==> config.mk <==
export PLATFORM = sky130hd
export DESIGN_NAME = y86_fetch_unit_flat
export DESIGN_NICKNAME = d
export VERILOG_FILES = /design/src/rtl/y86_pkg.sv /design/src/rtl/y86_fetch_unit_if.sv /design/src/rtl/y86_ilen.sv /design/src/rtl/y86_fetch_unit.sv /design/src/flat_wrapper.sv
export SDC_FILE = /design/constraint.sdc
export NUM_CORES = 1
export LEC_CHECK = 0
export CORE_MARGIN = 2
export CORE_UTILIZATION = 50
export DETAILED_ROUTE_END_ITERATION = 6
export GPL_ROUTABILITY_DRIVEN = 0
export GPL_TIMING_DRIVEN = 0
export PLACE_DENSITY = 0.81
export SYNTH_ARGS = -nofsm -noshare
export SYNTH_HDL_FRONTEND = slang
export SYNTH_SLANG_ARGS = --single-unit
==> constraint.sdc <==
create_clock -name clk -period 5.16 [get_ports clk]
set_input_delay 0.516 -clock clk [delete_from_list [all_inputs] [get_ports clk]]
set_output_delay 0.516 -clock clk [all_outputs]
set_load 0.02 [all_outputs]
==> src/rtl/y86_pkg.sv <==
// rtl/y86_pkg.sv - Shared Y86-64 icode, status and fetch FSM definitions
package y86_pkg;

  localparam logic [3:0] I_HALT   = 4'h0;
  localparam logic [3:0] I_NOP    = 4'h1;
  localparam logic [3:0] I_RRMOVQ = 4'h2;
  localparam logic [3:0] I_IRMOVQ = 4'h3;
  localparam logic [3:0] I_RMMOVQ = 4'h4;
  localparam logic [3:0] I_MRMOVQ = 4'h5;
  localparam logic [3:0] I_OPQ    = 4'h6;
  localparam logic [3:0] I_JXX    = 4'h7;
  localparam logic [3:0] I_CALL   = 4'h8;
  localparam logic [3:0] I_RET    = 4'h9;
  localparam logic [3:0] I_PUSHQ  = 4'hA;
  localparam logic [3:0] I_POPQ   = 4'hB;

  localparam logic [2:0] STAT_AOK = 3'd1;
  localparam logic [2:0] STAT_HLT = 3'd2;
  localparam logic [2:0] STAT_ADR = 3'd3;
  localparam logic [2:0] STAT_INS = 3'd4;

  typedef enum logic [1:0] {
    ST_IDLE,
    ST_FETCH,
    ST_HOLD
  } fetch_state_t;

endpackage

==> src/rtl/y86_fetch_unit_if.sv <==
// rtl/y86_fetch_unit_if.sv - Request, instruction memory and result bundle of the fetch unit
interface y86_fetch_unit_if #(
  parameter int ADDR_W = 64
);
  logic [ADDR_W-1:0] pc;
  logic              pc_valid;
  logic              pc_ready;
  logic              flush;
  logic              mem_rd;
  logic [ADDR_W-1:0] mem_addr;
  logic [7:0]        mem_rdata;
  logic              out_valid;
  logic              out_ready;
  logic [7:0]        ibyte;
  logic [71:0]       ibytes;
  logic [ADDR_W-1:0] valP;
  logic              need_regids;
  logic              need_valC;
  logic [2:0]        stat;

  // Fetch unit side
  modport master (
    input  pc, pc_valid, flush, mem_rdata, out_ready,
    output pc_ready, mem_rd, mem_addr, out_valid, ibyte, ibytes, valP,
           need_regids, need_valC, stat
  );

  // Surrounding core / memory side
  modport slave (
    output pc, pc_valid, flush, mem_rdata, out_ready,
    input  pc_ready, mem_rd, mem_addr, out_valid, ibyte, ibytes, valP,
           need_regids, need_valC, stat
  );
endinterface

==> src/rtl/y86_ilen.sv <==
// rtl/y86_ilen.sv - Y86-64 instruction length and field-presence decode
module y86_ilen
  import y86_pkg::*;
(
  input  logic [3:0] icode,
  output logic [3:0] nbytes,
  output logic       need_regids,
  output logic       need_valC,
  output logic       ins_err
);

  // Invalid icodes are treated as 1-byte so fetch stops after byte 0
  always_comb begin
    nbytes      = 4'd1;
    need_regids = 1'b0;
    need_valC   = 1'b0;
    ins_err     = 1'b0;
    case (icode)
      I_HALT, I_NOP, I_RET: nbytes = 4'd1;
      I_RRMOVQ, I_OPQ, I_PUSHQ, I_POPQ: begin
        nbytes      = 4'd2;
        need_regids = 1'b1;
      end
      I_JXX, I_CALL: begin
        nbytes    = 4'd9;
        need_valC = 1'b1;
      end
      I_IRMOVQ, I_RMMOVQ, I_MRMOVQ: begin
        nbytes      = 4'd10;
        need_regids = 1'b1;
        need_valC   = 1'b1;
      end
      default: ins_err = 1'b1;
    endcase
  end

endmodule

==> src/rtl/y86_fetch_unit.sv <==
// rtl/y86_fetch_unit.sv - Multi-cycle byte-wide Y86-64 instruction fetch
module y86_fetch_unit
  import y86_pkg::*;
#(
  parameter int IMEM_BYTES = 2048,
  parameter int ADDR_W     = 64
) (
  input  logic             clk,
  input  logic             reset,
  y86_fetch_unit_if.master bus
);

  localparam logic [ADDR_W-1:0] IMEM_LIMIT = ADDR_W'(IMEM_BYTES);

  fetch_state_t      state_q, state_d;
  logic [ADDR_W-1:0] pc_q;
  logic [ADDR_W-1:0] valp_q;
  logic [3:0]        k_q;        // next byte index to issue
  logic              pend_q;     // byte k_q-1 returns this cycle
  logic [7:0]        ibyte_q;
  logic [71:0]       ibytes_q;
  logic              regids_q;
  logic              valc_q;
  logic [2:0]        stat_q;

  logic              cap0;
  logic [7:0]        byte0_cur;
  logic [3:0]        n_cur;
  logic              len_regids;
  logic              len_valc;
  logic              len_ins;
  logic [ADDR_W-1:0] issue_addr;
  logic              issue_want;
  logic              issue_ok;
  logic              accept;
  logic              issue;
  logic              done;
  logic              adr;

  // While byte 0 is returning, decode length straight from the memory data
  assign cap0      = pend_q && (k_q == 4'd1);
  assign byte0_cur = cap0 ? bus.mem_rdata : ibyte_q;

  y86_ilen u_ilen (
    .icode       (byte0_cur[7:4]),
    .nbytes      (n_cur),
    .need_regids (len_regids),
    .need_valC   (len_valc),
    .ins_err     (len_ins)
  );

  assign issue_addr = pc_q + ADDR_W'(k_q);
  assign issue_want = (k_q < n_cur);
  assign issue_ok   = (issue_addr < IMEM_LIMIT);

  // FSM state register
  always_ff @(posedge clk) begin
    if (reset) state_q <= ST_IDLE;
    else       state_q <= state_d;
  end

  // Next state plus issue/done decisions; flush wins over everything but reset
  always_comb begin
    state_d = state_q;
    accept  = 1'b0;
    issue   = 1'b0;
    done    = 1'b0;
    adr     = 1'b0;
    case (state_q)
      ST_IDLE: begin
        if (bus.pc_valid && !bus.flush) begin
          accept  = 1'b1;
          state_d = ST_FETCH;
        end
      end
      ST_FETCH: begin
        if (bus.flush) begin
          state_d = ST_IDLE;
        end else if (issue_want && issue_ok) begin
          issue = 1'b1;
        end else begin
          done    = 1'b1;
          adr     = issue_want;
          state_d = ST_HOLD;
        end
      end
      ST_HOLD: begin
        if (bus.flush || bus.out_ready) state_d = ST_IDLE;
      end
      default: state_d = ST_IDLE;
    endcase
  end

  // Request latch, byte capture and result registers
  always_ff @(posedge clk) begin
    if (reset) begin
      pc_q     <= '0;
      valp_q   <= '0;
      k_q      <= 4'd0;
      pend_q   <= 1'b0;
      ibyte_q  <= 8'h00;
      ibytes_q <= 72'h0;
      regids_q <= 1'b0;
      valc_q   <= 1'b0;
      stat_q   <= STAT_AOK;
    end else if (accept) begin
      pc_q     <= bus.pc;
      k_q      <= 4'd0;
      pend_q   <= 1'b0;
      ibyte_q  <= 8'h00;
      ibytes_q <= 72'h0;
    end else if (state_q == ST_FETCH && !bus.flush) begin
      pend_q <= issue;
      if (issue) k_q <= k_q + 4'd1;
      if (pend_q) begin
        if (cap0) ibyte_q <= bus.mem_rdata;
        for (int j = 1; j <= 9; j++) begin
          if (k_q == 4'(j + 1)) ibytes_q[8*(9-j) +: 8] <= bus.mem_rdata;
        end
      end
      if (done) begin
        valp_q   <= pc_q + ADDR_W'(n_cur);
        regids_q <= len_regids;
        valc_q   <= len_valc;
        if (adr)                             stat_q <= STAT_ADR;
        else if (len_ins)                    stat_q <= STAT_INS;
        else if (byte0_cur[7:4] == I_HALT)   stat_q <= STAT_HLT;
        else                                 stat_q <= STAT_AOK;
      end
    end
  end

  assign bus.pc_ready    = (state_q == ST_IDLE);
  assign bus.mem_rd      = issue;
  assign bus.mem_addr    = issue ? issue_addr : '0;
  assign bus.out_valid   = (state_q == ST_HOLD);
  assign bus.ibyte       = ibyte_q;
  assign bus.ibytes      = ibytes_q;
  assign bus.valP        = valp_q;
  assign bus.need_regids = regids_q;
  assign bus.need_valC   = valc_q;
  assign bus.stat        = stat_q;

endmodule

==> src/flat_wrapper.sv <==
// flat-port wrapper written by rule: the top's interface ports become plain ports
module y86_fetch_unit_flat import y86_pkg::*;
#(
  parameter int IMEM_BYTES = 2048,
  parameter int ADDR_W     = 64
)
  (clk, reset, bus_pc, bus_pc_valid, bus_flush, bus_mem_rdata, bus_out_ready, bus_pc_ready, bus_mem_rd, bus_mem_addr, bus_out_valid, bus_ibyte, bus_ibytes, bus_valP, bus_need_regids, bus_need_valC, bus_stat);
  y86_fetch_unit_if #(.ADDR_W(ADDR_W)) bus_i ();
  input  logic clk;
  input  logic reset;
  input wire logic [$bits(bus_i.pc)-1:0] bus_pc;
  input wire logic [$bits(bus_i.pc_valid)-1:0] bus_pc_valid;
  input wire logic [$bits(bus_i.flush)-1:0] bus_flush;
  input wire logic [$bits(bus_i.mem_rdata)-1:0] bus_mem_rdata;
  input wire logic [$bits(bus_i.out_ready)-1:0] bus_out_ready;
  output wire logic [$bits(bus_i.pc_ready)-1:0] bus_pc_ready;
  output wire logic [$bits(bus_i.mem_rd)-1:0] bus_mem_rd;
  output wire logic [$bits(bus_i.mem_addr)-1:0] bus_mem_addr;
  output wire logic [$bits(bus_i.out_valid)-1:0] bus_out_valid;
  output wire logic [$bits(bus_i.ibyte)-1:0] bus_ibyte;
  output wire logic [$bits(bus_i.ibytes)-1:0] bus_ibytes;
  output wire logic [$bits(bus_i.valP)-1:0] bus_valP;
  output wire logic [$bits(bus_i.need_regids)-1:0] bus_need_regids;
  output wire logic [$bits(bus_i.need_valC)-1:0] bus_need_valC;
  output wire logic [$bits(bus_i.stat)-1:0] bus_stat;
  assign bus_i.pc = bus_pc;
  assign bus_i.pc_valid = bus_pc_valid;
  assign bus_i.flush = bus_flush;
  assign bus_i.mem_rdata = bus_mem_rdata;
  assign bus_i.out_ready = bus_out_ready;
  assign bus_pc_ready = bus_i.pc_ready;
  assign bus_mem_rd = bus_i.mem_rd;
  assign bus_mem_addr = bus_i.mem_addr;
  assign bus_out_valid = bus_i.out_valid;
  assign bus_ibyte = bus_i.ibyte;
  assign bus_ibytes = bus_i.ibytes;
  assign bus_valP = bus_i.valP;
  assign bus_need_regids = bus_i.need_regids;
  assign bus_need_valC = bus_i.need_valC;
  assign bus_stat = bus_i.stat;
  y86_fetch_unit #(.IMEM_BYTES(IMEM_BYTES), .ADDR_W(ADDR_W)) u_core (.clk(clk), .reset(reset), .bus(bus_i));
endmodule
==> metrics.md, run 1 <==
| Metric | Value |
|---|---|
| MaxCap Viol Count | `0` |
| GR Overflow Total | `0` |
| Via count | `13080` |
| Ant. Diodes | `0` |
| WS Path Type | `reg2out` |
| Area of the multi-input gates | `6919 um2` |
| Gate Count Post-Synth | `1553` |
| Outcome | `complete, but fails checks` |
| R2R setup slack | `0.04 ns` |
| Skew-Pair Late Insertion Delay | `0.53 ns` |
| DRC Markers | `10` |
| YS warnings | `0` |
| R2R Path Start | `u_core.k_q[2]$_SDFFE_PP0P_` |
| Initial antenna violation count | `0` |
| Setup crit end | `bus_mem_addr[5]` |
| Most frequent cell after synthesis | `nand2_1` |
| Setup WS pre-CTS | `-1.278 ns` |
| Yosys cell types | `67` |
| Total power | `0.004089 W` |
| Die H | `159.4 um` |
| IO Count | `293` |
| Leak pwr | `6.012 nW` |
| Required @ worst endpoint | `4.64 ns` |
| Reg clk slew, reported paths | `0.06 ns` |
| Layout area overhead | `33.64%` |
| Hold buffer count at cts | `0` |
| Final Core Density | `0.6838` |
| Final Hold Fails | `0` |
| Largest area contributor in the netlist | `dfxtp_1` |
| Core area | `23610 um2` |
| Worst-path fanout max | `10` |
| Final setup vio count | `0` |
| DR vias/cell | `5.924` |
| Vias in the first global route | `11740` |
| Slew headroom | `0.1282` |
| Crit end category | `primary output` |
| Top FF cell, synth | `dfxtp_1` |
| Worst Tran Pin Value | `1.290 ns` |
| Clock buffer depth | `3` |
| Asr flop ratio synth | `0` |
| Mapped Area | `12080 um2` |
| Starting density of the core | `0.5117` |
| Die area | `25420 um2` |
| Worst path arrival time | `4.62 ns` |
| Final instance area | `16150 um2` |
| Port bufs | `234` |
| Min Tclk post-route | `5.140 ns` |
| Placed Area | `15020 um2` |
| PnR worst setup slack | `0.02010 ns` |
| Pin count of the biggest net entering global routing | `14` |
| Routed WL per cell | `19.05 um` |
| Reg2reg end | `u_core.bus.valP[58]$_SDFFE_PP0P_` |
| CTS Root Cell | `clkbuf_16` |
| Starting DRT DRC Count | `1664` |
| Max Slew Vio Count | `0` |
| Worst Clk Skew | `0.01609 ns` |
| Number of flops mapped to enable cells by yosys | `0` |
| Startpoint type of the worst setup path | `flip-flop` |
| Mapped Avg Cell Area | `7.780 um2` |
| VDD IR max | `0.1940 mV` |
| Num CTS Buffers | `23` |
| Violated checks | `DRC` |
| Final ANT Viol Nets | `0` |
| Aggregate global-route resource usage | `0.3072` |
| FP Rows | `56` |
| Worst setup startpoint | `u_core.pc_q[28]$_SDFFE_PP0P_` |
| CTS Sinks | `220` |
| Share of layout cells above drive strength 1 | `0.1053` |
| RSZ-0062 raised after global routing | `no` |
| Fin crit share | `0.9961` |
| H-tree levels | `1` |
| DP Wirelength | `31140 um` |
| DRT Pass-1 Iters | `7` |
| Fmax | `194.6 MHz` |
| Synthesized flop and latch total | `220` |
| Most common library cells after synthesis | `259 x nand2_1, 220 x dfxtp_1, 137 x a21oi_1` |
| TritonCTS clock tree | `done` |
| First-pass GRT wire length | `63300 um` |
| Sequential-to-total area share from yosys stat | `0.3645` |
| Top cells by area, synth | `dfxtp_1 36%, nand2_1 8.0%, a21oi_1 5.7%` |
| Hold WS | `0.4549 ns` |
| Worst r2r path cells | `18` |
| Layout net count | `1966` |
| Top cell type's share of synthesized area | `0.3645` |
| Filler cell count | `1920` |
| Register Area | `4410 um2` |
| Worst hold path class | `reg2reg` |
| Power density cells | `253.2 nW/um2` |
| Routed wire length | `42060 um` |
| DIE WIDTH | `159.4 um` |
-- cell families (layout without fill, tap and decap cells) --
logic type	count (synthesis)	after routing	synth area share
XOR/XNOR	92	92	0.06669
multiplexers	34	34	0.02848
other	1	53	0.0003104
AND/OR/NAND/NOR	622	622	0.2505
AO/OA/AOI/OAI	319	319	0.1750
flip-flops	220	220	0.3645
buffers and inverters	250	534	0.09766
adder cells (fa/ha/maj)	15	15	0.01678
-- placed cells by master (no fill, tap or decap), drive strengths merged, types with 15 or more instances in the layout --
master	n
xnor2	57
nand2	259
nor3	30
o211a	26
clkbuf	126
buf	116
conb	53
inv	58
a211oi	73
dfxtp	220
and4	15
nand3	102
nor2	65
mux2i	31
o21ai	15
o211ai	28
nand4	60
nor4	27
clkdlybuf4s50	222
xor2	35
a21oi	137
-- per-layer routing --
layer / global-route usage / routed length (um)
met3: 0.08153 / 4989
met5: 0 / 0
met1: 0.3900 / 16370
met4: 0.1574 / 2588
met2: 0.4812 / 18120
-- timing repair --
item                                    in CTS  in global routing
gates resized for setup                     82                 23
setup buffers                               10                  6
pin swaps                                    7                  8
endpoints found under the setup margin      56                 15
-- critical path, cell delays in order (launching register included) --
cell and delay [ns]:
dfxtp_1 0.31, clkbuf_1 0.42, nand4_1 0.28, nor4_1 0.72
and4_1 0.40, xnor2_1 0.15, a31oi_1 0.12, nor4b_2 0.38
and2_1 0.28, buf_2 0.28, nand3_4 0.13, buf_6 0.22
buf_4 0.15, nor2_1 0.10, buf_2 0.17
-- worst min path at each step --
| stage | to | cells after the start | slack, ns | from |
|---|---|---|---|---|
| after global routing | u_core.bus.valP[43]$_SDFFE_PP0P_ | 2 | 0.47 | u_core.bus.valP[43]$_SDFFE_PP0P_ |
| after floorplan | u_core.pc_q[0]$_SDFFE_PP0P_ | 2 | 0.46 | u_core.pc_q[0]$_SDFFE_PP0P_ |
| after CTS | u_core.bus.ibytes[52]$_SDFFE_PP0P_ | 2 | 0.45 | u_core.bus.ibytes[52]$_SDFFE_PP0P_ |
| after detailed placement | u_core.bus.ibytes[52]$_SDFFE_PP0P_ | 2 | 0.45 | u_core.bus.ibytes[52]$_SDFFE_PP0P_ |
| final | u_core.bus.ibytes[29]$_SDFFE_PP0P_ | 2 | 0.45 | u_core.bus.ibytes[29]$_SDFFE_PP0P_ |
| after global placement | u_core.bus.ibytes[29]$_SDFFE_PP0P_ | 2 | 0.44 | u_core.bus.ibytes[29]$_SDFFE_PP0P_ |
-- per-stage QoR --
| step | cells | setup TNS, ns |
|---|---|---|
| 2_1_floorplan | 1605 | 0 |
| 3_3_place_gp | 2158 | -22.72 |
| 3_5_place_dp | 2158 | -23.94 |
| 4_1_cts | 2206 | 0 |
| 5_1_grt | 2208 | 0 |
| 6_report | 2208 | 0 |
-- report_power, final --
part           leakage, nW  internal (W)  switching, W  total (W)
Sequential            1.78       0.00174     0.0000366    0.00178
Clock                0.399       0.00108      0.000693    0.00177
Combinational         3.83      0.000210      0.000330   0.000540
-- area by class of cell --
| class | instances | area share |
|---|---|---|
| multi-input cells | 1135 | 0.4285 |
| well taps | 319 | 0.02472 |
| plain buffers | 186 | 0.05975 |
| inverters | 58 | 0.01348 |
| clock buffers | 31 | 0.03999 |
| flip-flops and latches | 220 | 0.2732 |
| repair buffers | 250 | 0.1504 |
| clock inverters | 9 | 0.009919 |
-- registers in the layout, indices dropped and copies added (netlist names) --
signal,count
u_core.bus.ibytes,72
u_core.bus.valP,64
u_core.pc_q,64
u_core.bus.ibyte,8
u_core.k_q,4
u_core.bus.stat,3
u_core.state_q,2
u_core.bus.need_regids,1
u_core.bus.need_valC,1
u_core.pend_q,1
Note: power is estimated with default switching activity, not from simulation.
==> run 2: changes to the inputs <==
- ABC_AREA: default -> 1
- PLACE_DENSITY: 0.81 -> 0.8
- SETUP_SLACK_MARGIN: default -> 0.5
==> metrics.md, run 2 <==
| Metric | Value |
|---|---|
| Worst Clk Skew | `0.01045 ns` |
| Number of flops mapped to enable cells by yosys | `0` |
| Final ANT Viol Nets | `0` |
| Worst path arrival time | `4.11 ns` |
| YS warnings | `0` |
| Yosys cell types | `39` |
| Outcome | `complete, but fails checks` |
| Clock buffer depth | `3` |
| Sequential-to-total area share from yosys stat | `0.3681` |
| VDD IR max | `0.2435 mV` |
| Top FF cell, synth | `dfxtp_1` |
| Layout area overhead | `33.09%` |
| DIE WIDTH | `158.7 um` |
| Worst Tran Pin Value | `1.189 ns` |
| Gate Count Post-Synth | `1788` |
| Commonest non-fill, non-tap cell in the layout | `nand2_1` |
| Port bufs | `239` |
| Routed wire length | `45060 um` |
| Hold_sp | `u_core.bus.valP[34]$_SDFFE_PP0P_` |
| Pin count of the biggest net entering global routing | `15` |
| DRC Markers | `2` |
| Max Slew Vio Count | `0` |
| Gate power share | `0.105` |
| Slew headroom | `0.2000` |
| Skew-Pair Late Insertion Delay | `0.52 ns` |
| Hold WS | `0.4607 ns` |
| Num CTS Buffers | `23` |
| Pint | `0.003094 W` |
| Final setup vio count | `0` |
| Min Tclk post-route | `4.630 ns` |
| Mapped Area | `11970 um2` |
| Reg2reg end | `u_core.bus.valP[59]$_SDFFE_PP0P_` |
| Via count | `13740` |
| Worst-path fanout max | `10` |
| CTS Root Cell | `clkbuf_16` |
| Synthesized flop and latch total | `220` |
| Mapped Avg Cell Area | `6.692 um2` |
| Switching power | `0.001039 W` |
| Final cell count without fillers | `2440` |
| Power density cells | `259.6 nW/um2` |
| R2R Path Start | `u_core.k_q[1]$_SDFFE_PP0P_` |
| Aggregate global-route resource usage | `0.3523` |
| Crit end category | `primary output` |
| Top cell type's share of synthesized area | `0.3681` |
| FP Rows | `56` |
| Die H | `158.7 um` |
| Total power | `0.004134 W` |
| Hold Path Sink | `u_core.bus.valP[34]$_SDFFE_PP0P_` |
| Share of layout cells above drive strength 1 | `0.09005` |
| Hold buffer count at cts | `0` |
| RSZ-0062 raised after global routing | `yes` |
| Initial antenna violation count | `1` |
| Required @ worst endpoint | `4.64 ns` |
| Starting DRT DRC Count | `1760` |
| TritonCTS clock tree | `done` |
| Routed WL per cell | `18.47 um` |
| First-pass GRT wire length | `68900 um` |
| IO Count | `293` |
| Most frequent cells in the layout | `381 x nand2_1, 228 x clkdlybuf4s50_1, 218 x dfxtp_1, 201 x a21oi_1, 199 x nor2_1` |
| MaxCap Viol Count | `0` |
| Most frequent cell after synthesis | `nand2_1` |
| Violated checks | `DRC` |
| Ant. Diodes | `0` |
| Filler cell count | `2038` |
| Vias in the first global route | `12840` |
| Worst hold path class | `reg2reg` |
| Switching share of power | `0.2514` |
| Starting density of the core | `0.5098` |
| Final Hold Fails | `0` |
| Max FFs per register | `72` |
| Layout net count | `2198` |
| Cells after DPL | `2398` |
| Fin crit share | `0.8973` |
| Asr flop ratio synth | `0` |
| WS Path Type | `reg2out` |
| Placed Area | `14950 um2` |
| GR Overflow Total | `0` |
| Share of total power in the clock network | `0.459` |
| DRT Pass-1 Iters | `7` |
| Seq pwr share | `0.435` |
| Core area | `23470 um2` |
| Worst Hold Depth | `2` |
| DP Wirelength | `34950 um` |
| Top cells by area, synth | `dfxtp_1 37%, nand2_1 12%, a21oi_1 8.6%` |
| Final instance area | `15920 um2` |
| Final setup TNS | `0 ns` |
| DR vias/cell | `5.631` |
| Reg clk slew, reported paths | `0.07 ns` |
| Die area | `25180 um2` |
| CTS Sinks | `220` |
| R2R setup slack | `0.73 ns` |
| Leak pwr | `6.111 nW` |
| Startpoint type of the worst setup path | `flip-flop` |
| Largest area contributor in the netlist | `dfxtp_1` |
| H-tree levels | `1` |
| Worst r2r path cells | `24` |
| Most common library cells after synthesis | `385 x nand2_1, 220 x dfxtp_1, 210 x nor2_1` |
| Fmax | `216.0 MHz` |
## run 2: cell types whose count changed after synthesis, sizes merged, moves of 26 or more
cell	change
nor2	+173
o21ai	+138
nand2	+134
inv	+89
a21oi	+68
a211oi	-65
xnor2	-51
clkbuf	-46
nand3	+41
nand4	-35
mux2i	-30
xor2	+30
o211ai	-28
o211a	-26
## run 2: logic make-up (layout without fill, tap and decap cells)
| logic type | count (synthesis) | after routing | share of synthesized area |
|---|---|---|---|
| compound gates | 374 | 374 | 0.1603 |
| mux | 1 | 1 | 0.0008366 |
| xor+xnor | 71 | 71 | 0.05197 |
| fa+ha+maj | 15 | 15 | 0.01694 |
| buf+inv | 281 | 562 | 0.1070 |
| flops | 220 | 220 | 0.3681 |
| other cells | 1 | 53 | 0.0003134 |
| simple gates | 825 | 825 | 0.2946 |
## run 2: worst max-delay path by stage
| stage | startpoint | endpoint | slack (ns) |
|---|---|---|---|
| floorplan | u_core.k_q[1]$_SDFFE_PP0P_ | bus_mem_addr[6] | 1.39 |
| global placement | bus_mem_rdata[5] | u_core.bus.valP[59]$_SDFFE_PP0P_ | -0.23 |
| detailed placement | bus_mem_rdata[5] | u_core.bus.valP[59]$_SDFFE_PP0P_ | -0.28 |
| CTS | u_core.k_q[0]$_SDFFE_PP0P_ | bus_mem_addr[6] | 0.48 |
| global route | u_core.k_q[1]$_SDFFE_PP0P_ | bus_mem_addr[1] | 0.41 |
| finish | u_core.k_q[3]$_SDFFE_PP0P_ | bus_mem_addr[1] | 0.53 |
## run 2: final cells by class
type | count | area [um2] | share of cell area
multi-input combinational | 1339 | 6610 | 0.4151
clock inverter | 11 | 222.7 | 0.01399
buffer | 123 | 689.4 | 0.04329
tap | 319 | 399.1 | 0.02506
timing repair buffer | 241 | 2362 | 0.1483
clock buffer | 29 | 638.1 | 0.04007
inverter | 158 | 593.1 | 0.03724
sequential | 220 | 4409 | 0.2769
## run 2: worst max-delay path, cell delays in order, from the launching register on
cell and delay, ns:
dfxtp_1 0.38, ha_1 0.40, nand2_1 0.14, nand2_1 0.13
nand3_1 0.09, nand2_1 0.32, nand2_1 0.18, inv_1 0.11
nand2_1 0.06, nand2_1 0.07, nand2_1 0.09, inv_1 0.08
nand2_1 0.05, nor2_1 0.08, nand2_1 0.09, nor2_2 0.19
nand3_2 0.15, nor2_4 0.16, inv_2 0.09, buf_2 0.21
nor2_1 0.22, clkdlybuf4s15_2 0.31
## run 2: power groups by stage
stage                     sequential [W]  clock (W)  combinational [W]
after global placement           0.00183          0           0.000413
after CTS                        0.00180    0.00190           0.000422
after detailed placement         0.00183          0           0.000418
after floorplan                  0.00182          0           0.000262
final                            0.00180    0.00190           0.000435
after global routing             0.00180    0.00196           0.000473
## run 2: routing by layer
layer	global-route usage	wire length, um	up-vias
met5	0	0	-
met4	0.1562	2483	0
met3	0.1252	6477	178
met2	0.5420	19080	974
met1	0.4443	17020	6224
li1	-	-	6364
## run 2: timing repair
action	4_1_cts	5_1_grt
buffers inserted	0	2
resized for setup	33	38
pin swaps	1	2
setup endpoints to repair	25	26
## run 2: per-stage QoR
stage | utilization | worst slack [ns]
6_report | 0.6784 | 0.5299
5_1_grt | 0.6784 | 0.4107
4_1_cts | 0.6765 | 0.4819
3_5_place_dp | 0.6370 | -0.2779
3_3_place_gp | 0.6370 | -0.2274
2_1_floorplan | - | 1.391
==> run 3: changes to the inputs <==
- CORE_ASPECT_RATIO: default -> 0.9
- HOLD_SLACK_MARGIN: default -> 0.05
==> metrics.md, run 3 (synthesis results as in run 2) <==
| Metric | Value |
|---|---|
| Fin crit share | `0.8974` |
| DR vias/cell | `5.548` |
| VDD IR max | `0.2834 mV` |
| Startpoint type of the worst setup path | `flip-flop` |
| Worst hold path class | `reg2reg` |
| Fmax | `215.9 MHz` |
| Min Tclk post-route | `4.631 ns` |
| Final setup TNS | `0 ns` |
| Vias in the first global route | `12500` |
| Slew headroom | `0.3409` |
| Most frequent CP cell | `nand2_1` |
| Max Slew Vio Count | `0` |
| Initial antenna violation count | `0` |
| Final setup vio count | `0` |
| DRC Markers | `2` |
| Aggregate global-route resource usage | `0.3342` |
| Core area | `23410 um2` |
| Area of the multi-input gates | `6619 um2` |
| DIE WIDTH | `167.1 um` |
| CTS Root Cell | `clkbuf_16` |
| Die area | `25190 um2` |
| IO Count | `293` |
| Cells after DPL | `2381` |
| Layout area overhead | `32.28%` |
| Register Area | `4405 um2` |
| Worst Tran Pin Value | `0.9796 ns` |
| GR Overflow Total | `0` |
| Final Hold Fails | `0` |
| Ant. Diodes | `0` |
| Worst-path fanout max | `10` |
| RSZ-0062 raised after global routing | `no` |
| Buffers plus inverters on the worst setup path | `3` |
| Placed Area | `14930 um2` |
| DP Wirelength | `34510 um` |
| Worst Clk Skew | `0.01846 ns` |
| Num CTS Buffers | `23` |
| Max FFs per register | `72` |
| MaxCap Viol Count | `0` |
| Final cell count without fillers | `2429` |
| CTS Sinks | `220` |
| Share of layout cells above drive strength 1 | `0.09121` |
| Starting density of the core | `0.5111` |
| Worst path arrival time | `4.11 ns` |
| FP Rows | `53` |
| Routed wire length | `44270 um` |
| Top Family by Delay on Critical Path | `simple AND/OR/NAND/NOR gates` |
| CP cell instances | `nand2_1 > nor2_1 > nand2_1 > nor2_4 > nand2_1 > nor2_1 > nand2_1 > nand2_1 > nand2_1 > nor2_1 > nand2_1 > nor2_2 > nand3_2 > nor2_4 > inv_2 > buf_2 > nor2_2 > clkdlybuf4s15_2` |
| Required @ worst endpoint | `4.64 ns` |
| Final ANT Viol Nets | `0` |
| Layout net count | `2203` |
| Port bufs | `239` |
| TritonCTS clock tree | `done` |
| Skew-Pair Late Insertion Delay | `0.54 ns` |
| WS Path Type | `reg2out` |
| Die H | `150.8 um` |
| Filler cell count | `2041` |
| Reg clk slew, reported paths | `0.06 ns` |
| Starting DRT DRC Count | `1772` |
| Crit end category | `primary output` |
| Most frequent cells in the layout | `379 x nand2_1, 228 x clkdlybuf4s50_1, 219 x dfxtp_1, 201 x a21oi_1, 199 x nor2_1` |
| H-tree levels | `1` |
| Violated checks | `DRC` |
| CP peak stage delay | `0.49 ns` |
| CP max stage cell | `dfxtp_1` |
| DRT Pass-1 Iters | `7` |
| Pin count of the biggest net entering global routing | `14` |
| Total power | `0.003873 W` |
| Clock buffer depth | `3` |
| Power density cells | `244.7 nW/um2` |
| Final instance area | `15830 um2` |
| Routed WL per cell | `18.23 um` |
| Leak pwr | `6.079 nW` |
| Outcome | `complete, but fails checks` |
| Commonest non-fill, non-tap cell in the layout | `nand2_1` |
| Final Core Density | `0.6761` |
| First-pass GRT wire length | `66320 um` |
| Via count | `13480` |
| Hold buffer count at cts | `0` |
[run 3: what timing repair did]
action | 4_1_cts | 5_1_grt
setup buffers | 0 | 7
endpoints found under the setup margin | 23 | 24
pin swaps | 0 | 3
resized for setup | 36 | 35
[run 3: layout make-up]
| class | instances | area share |
|---|---|---|
| Multi-Input combinational cell | 1339 | 0.4182 |
| Clock inverter | 9 | 0.005534 |
| Clock buffer | 32 | 0.04103 |
| Buffer | 123 | 0.04356 |
| Inverter | 158 | 0.03747 |
| Tap cell | 302 | 0.02387 |
| Timing Repair Buffer | 246 | 0.1520 |
| Sequential cell | 220 | 0.2783 |
[run 3: final timing paths]
path              slack (ns)  cells past startpoint                             start                               end
setup reg to reg        0.74                     22        u_core.k_q[1]$_SDFFE_PP0P_  u_core.bus.valP[56]$_SDFFE_PP0P_
setup / recovery        0.53                     18      u_core.pc_q[14]$_SDFFE_PP0P_                   bus_mem_addr[5]
hold reg to reg         0.46                      2  u_core.bus.valP[23]$_SDFFE_PP0P_  u_core.bus.valP[23]$_SDFFE_PP0P_
hold / removal          0.46                      2  u_core.bus.valP[23]$_SDFFE_PP0P_  u_core.bus.valP[23]$_SDFFE_PP0P_
[run 3: where the power goes]
part           switching [W]  total (W)  internal, W  leakage [nW]
clock network       0.000713    0.00165     0.000935         0.366
registers          0.0000557    0.00180      0.00174          1.79
logic               0.000256   0.000428     0.000172          3.93
total                0.00102    0.00387      0.00285          6.08
[run 3: worst reg2reg max path, delay by kind of cell, from the launching register on]
| kind | cells | cell delay [ns] |
|---|---|---|
| simple gates | 10 | 1.98 |
| flops | 1 | 0.43 |
| xor+xnor | 1 | 0.20 |
| compound gates | 3 | 0.57 |
| fa+ha+maj | 3 | 0.77 |
| buf+inv | 5 | 0.40 |
[run 3: layer usage]
| metal | vias to the layer above | global-route usage | routed length, um |
|---|---|---|---|
| met5 | - | 0 | 0 |
| met4 | 0 | 0.1655 | 2513 |
| met3 | 196 | 0.1322 | 6558 |
| met2 | 864 | 0.5041 | 18380 |
| met1 | 6046 | 0.4170 | 16820 |
| li1 | 6369 | - | - |
[run 3: stage by stage]
| stage | hold WS, ns | setup slack [ns] |
|---|---|---|
| 2_1_floorplan | 0.4688 | 1.391 |
| 3_3_place_gp | 0.4483 | -0.1717 |
| 3_5_place_dp | 0.4528 | -0.2829 |
| 4_1_cts | 0.4625 | 0.4570 |
| 5_1_grt | 0.4771 | 0.4650 |
| 6_report | 0.4601 | 0.5292 |
